**src/rtl/score_ram_arbiter.sv**
```systemverilog
// Round-robin arbiter sharing the single-port score RAM between the score writer (A)
// and the leaderboard scanner (B), with per-requester lock and a contention burst limit.
module score_ram_arbiter #(
  parameter int unsigned MAX_BURST = 8,
  parameter int unsigned AW        = 5,
  parameter int unsigned DW        = 16
) (
  input  logic          clk,
  input  logic          rst,
  input  logic          req_a,
  input  logic          lock_a,
  input  logic          we_a,
  input  logic [AW-1:0] addr_a,
  input  logic [DW-1:0] din_a,
  output logic          gnt_a,
  output logic          rvalid_a,
  input  logic          req_b,
  input  logic          lock_b,
  input  logic          we_b,
  input  logic [AW-1:0] addr_b,
  input  logic [DW-1:0] din_b,
  output logic          gnt_b,
  output logic          rvalid_b,
  output logic [DW-1:0] rdata,
  output logic          ram_rw,
  output logic [AW-1:0] ram_addr,
  output logic [DW-1:0] ram_din,
  input  logic [DW-1:0] ram_dout
);

  localparam int unsigned CW = 5;

  typedef enum logic [1:0] {IDLE, GNT_A, GNT_B} state_t;

  state_t        state;
  logic          last_b;
  logic [CW-1:0] burst_cnt;
  logic          pend_a;
  logic          pend_b;
  logic          acc_a;
  logic          acc_b;
  logic [CW:0]   burst_sum;
  logic [CW-1:0] cnt_sat;
  logic          limit_hit;

  assign acc_a = gnt_a & req_a;
  assign acc_b = gnt_b & req_b;

  // RAM pins follow the granted requester; parked at zero otherwise
  assign ram_rw   = acc_a ? we_a   : (acc_b & we_b);
  assign ram_addr = acc_a ? addr_a : (acc_b ? addr_b : '0);
  assign ram_din  = acc_a ? din_a  : (acc_b ? din_b  : '0);

  // A holder already past the limit (it ran alone) yields as soon as the other requests
  assign burst_sum = {1'b0, burst_cnt} + {{CW{1'b0}}, 1'b1};
  assign limit_hit = burst_sum >= (CW+1)'(MAX_BURST);
  assign cnt_sat   = (burst_cnt == '1) ? burst_cnt : burst_sum[CW-1:0];

  always_ff @(posedge clk or posedge rst) begin
    if (rst) begin
      state     <= IDLE;
      gnt_a     <= 1'b0;
      gnt_b     <= 1'b0;
      last_b    <= 1'b1;
      burst_cnt <= '0;
      pend_a    <= 1'b0;
      pend_b    <= 1'b0;
      rvalid_a  <= 1'b0;
      rvalid_b  <= 1'b0;
      rdata     <= '0;
    end else begin
      pend_a   <= acc_a & ~we_a;
      pend_b   <= acc_b & ~we_b;
      rvalid_a <= pend_a;
      rvalid_b <= pend_b;
      if (pend_a | pend_b) rdata <= ram_dout;

      case (state)
        IDLE: begin
          burst_cnt <= '0;
          if (req_a && (!req_b || last_b)) begin
            state <= GNT_A;
            gnt_a <= 1'b1;
          end else if (req_b) begin
            state <= GNT_B;
            gnt_b <= 1'b1;
          end
        end
        GNT_A: begin
          if (!req_a || (!lock_a && req_b && limit_hit)) begin
            last_b    <= 1'b0;
            burst_cnt <= '0;
            gnt_a     <= 1'b0;
            if (req_b) begin
              state <= GNT_B;
              gnt_b <= 1'b1;
            end else begin
              state <= IDLE;
            end
          end else begin
            burst_cnt <= cnt_sat;
          end
        end
        GNT_B: begin
          if (!req_b || (!lock_b && req_a && limit_hit)) begin
            last_b    <= 1'b1;
            burst_cnt <= '0;
            gnt_b     <= 1'b0;
            if (req_a) begin
              state <= GNT_A;
              gnt_a <= 1'b1;
            end else begin
              state <= IDLE;
            end
          end else begin
            burst_cnt <= cnt_sat;
          end
        end
        default: begin
          state <= IDLE;
          gnt_a <= 1'b0;
          gnt_b <= 1'b0;
        end
      endcase
    end
  end

endmodule

```
**config.mk**
```make
export PLATFORM = sky130hd
export DESIGN_NAME = score_ram_arbiter
export DESIGN_NICKNAME = d
export VERILOG_FILES = /design/src/rtl/score_ram_arbiter.sv
export SDC_FILE = /design/constraint.sdc
export NUM_CORES = 1
export LEC_CHECK = 0
export CAP_MARGIN = 25
export CORE_ASPECT_RATIO = 1.5
export CORE_MARGIN = 2
export CORE_UTILIZATION = 40
export CTS_BUF_LIST = sky130_fd_sc_hd__clkbuf_8
export CTS_CLUSTER_DIAMETER = 80
export DETAILED_ROUTE_END_ITERATION = 12
export GPL_TIMING_DRIVEN = 0
export HOLD_SLACK_MARGIN = 0.06
export PLACE_DENSITY = 0.88
export SYNTH_ARGS = -nofsm -noshare
export SYNTH_HDL_FRONTEND = slang
export SYNTH_SLANG_ARGS = --single-unit
```
**constraint.sdc**
```tcl
create_clock -name clk -period 4.9 [get_ports clk]
set_input_delay 0.49 -clock clk [delete_from_list [all_inputs] [get_ports clk]]
set_output_delay 0.49 -clock clk [all_outputs]
set_load 0.02 [all_outputs]
```
==> reports/qor.yml <==
clock_skew_ps: 6.136
syn_inst: 143
powerDensity_nw_per_um2: 526.6
clk_latency_ps: 280
worst_slew_pin_slew_ps: 637.8
crit-reg2reg-launch: "burst_cnt[0]"
startpoint: "req_a"
syn_area_per_cell_um2: 11.43
worstSetupEndpoint: "ram_din[8]"
cts_tree: "done"
p_sw_frac: 0.3572
critical_path_class: "in -> out"
reg2reg_slack_ps: 2310
grt_pass1_wl_mm: 7.383
dieArea_um2: 4623
postSynth.asyncResetShare: 1.000
synth_enable_flop_cells: 0
rr_worst_depth: 8
yosys.cell_types.count: 31
gp_congestion: 0.7917
syn_nets: 218
rsz0062_at_grt: "no"
cts_setup_buffers: 0
cts_max_level: 2
synthesis.area_um2: 1634
combPwrFrac: 0.531
max_freq_ghz: 0.3054
drc: 0
p_int_uw: 988.1
routedWlPerCell_um: 15.31
grt_overflow: 0
portBuffers: 107
diodes: 0
setup_viol: 0
final_max_slew_viol_count: 0
design.core.area_um2: 3924
grt_pass1_vias: 1638
r2r_end: "state[0]"
clockRootBuffer: "clkbuf_8"
yosysSeqAreaShare: 0.4602
netSwitchingPower_uw: 549.0
p_clk_frac: 0.204
path_clk_slew_ps: 70
drive_gt1_frac: 0.1197
via_count: 1625
yosys_warnings: 0
wl_mm: 4.654
drt_iter0_drc: 29
nNetsFinal: 333
maxSlewHeadroom: 0.5743
final_cells: 304
synth_ff_type: "dfrtp_1"
firstDrtPassIters: 4
fin_crit_ps: 3274
ys_ff_latch: 30
via_per_inst: 5.345
ir_drop_v: 0.0004464
rows: 28
cts_hold_buf: 0
die_h_um: 82.28
critical_path_arrival_ps: 2780
endpoint_kind: "output port"
cts_sinks: 30
cts_made_buffers: 5
post_cts_resized: 0
die_width_um: 56.19
initial_core_util: 0.4165
min_from: "pend_a"
status: "finished, final reports clean"
track_usage: 0.2099
final.setup.tns_ps: 0
fin_util: 0.7439
io_pins: 108
hp-class: "reg -> reg"
syn2layout_area_growth_pct: 78.64
hpwl_mm: 3.747
antenna_found_initial: 0
setup.worst_path.start_class: "input pin"
antenna_left: 0
crit_required_ps: 4410
cap_violations: 0
leakagePower_nw: 1.219
final_cell_mix: "107 x clkdlybuf4s50_1, 29 x dfrtp_1, 22 x a22o_1"
ctsLongestPathBuffers: 2
final_common_cell: "clkdlybuf4s50_1"
cp_max_fo: 10
grt_max_degree: 17
dpl.cell_count: 296
total_power_mw: 1.537
final.period_utilization: 0.6682
p_seq_frac: 0.265
hold_viol_final: 0
-- area by class of cell --
class	instances	area, µm²
tap	45	56.30
timing repair buffer	108	1086
fill	281	1005
buffer	7	33.78
multi-input combinational	92	795.8
inverter	14	52.55
clock inverter	2	60.06
sequential	30	752.0
clock buffer	6	82.58
-- logic make-up (layout without fill, tap and decap cells) --
kind of cell,after synthesis,count (layout),synth area share
muxes,18,18,0.1233
and+or+nand+nor,20,20,0.06050
buffers and inverters,21,137,0.05283
AOI/OAI and AO/OA,45,45,0.2343
adders and majority gates,9,9,0.06891
DFF,30,30,0.4602
-- critical path: stages --
cell             delay (ps)
clkdlybuf4s50_1         460
and2_1                  180
clkbuf_1                160
nor2_1                  260
clkbuf_1                380
a22o_1                  230
clkdlybuf4s50_1         630
-- flip-flops by register name, indices dropped and copies added, names as in the netlist --
name / flops
burst_cnt: 5
last_b: 1
rdata: 16
rvalid_b: 1
gnt_a: 1
pend_a: 1
pend_b: 1
rvalid_a: 1
gnt_b: 1
state: 2
-- power groups by stage --
stage	logic (mW)	clock network [mW]	registers [mW]
after global placement	0.805	0	0.403
after CTS	0.822	0.318	0.409
final	0.816	0.313	0.408
after detailed placement	0.817	0	0.410
after floorplan	0.348	0	0.501
after global routing	0.872	0.327	0.421
-- worst min-delay path by stage --
| stage | cells after the start | endpoint | slack (ps) |
|---|---|---|---|
| floorplan | 0 | rvalid_b | 350 |
| global placement | 0 | rvalid_b | 360 |
| detailed placement | 0 | rvalid_a | 360 |
| CTS | 0 | rvalid_a | 370 |
| global route | 0 | rvalid_a | 380 |
| finish | 0 | rvalid_a | 370 |
-- routing by layer --
| layer | up-vias | global-route usage | share of wire |
|---|---|---|---|
| met5 | - | 0 | 0 |
| li1 | 757 | - | - |
| met1 | 763 | 0.2315 | 0.38 |
| met4 | 0 | 0.07857 | 0.011 |
| met3 | 4 | 0.06231 | 0.081 |
| met2 | 101 | 0.3812 | 0.53 |
-- cells in the mapped netlist, types with 2 or more instances --
cell type | n | area, µm²
dfrtp_1 | 29 | 725.7
a22o_1 | 22 | 192.7
mux2_2 | 16 | 180.2
inv_1 | 14 | 52.55
ha_1 | 9 | 112.6
nand2_1 | 7 | 26.28
clkbuf_1 | 6 | 22.52
nor2_1 | 5 | 18.77
a311oi_1 | 3 | 26.28
a31oi_1 | 3 | 18.77
o21ai_0 | 3 | 15.01
o22ai_1 | 3 | 18.77
a2111oi_2 | 2 | 30.03
nand2b_1 | 2 | 12.51
nand3_1 | 2 | 10.01
o32a_1 | 2 | 20.02
-- metrics by stage --
stage / worst slack [ps] / instance area, µm² / hold WS, ps
floorplan: 2609 / 1634 / 354.3
global placement: 1636 / 2761 / 360.5
detailed placement: 1598 / 2776 / 361.3
CTS: 1598 / 2919 / 374.3
global route: 1496 / 2919 / 382.9
finish: 1626 / 2919 / 370.8
No activity file was read; power rests on OpenSTA's default activity.
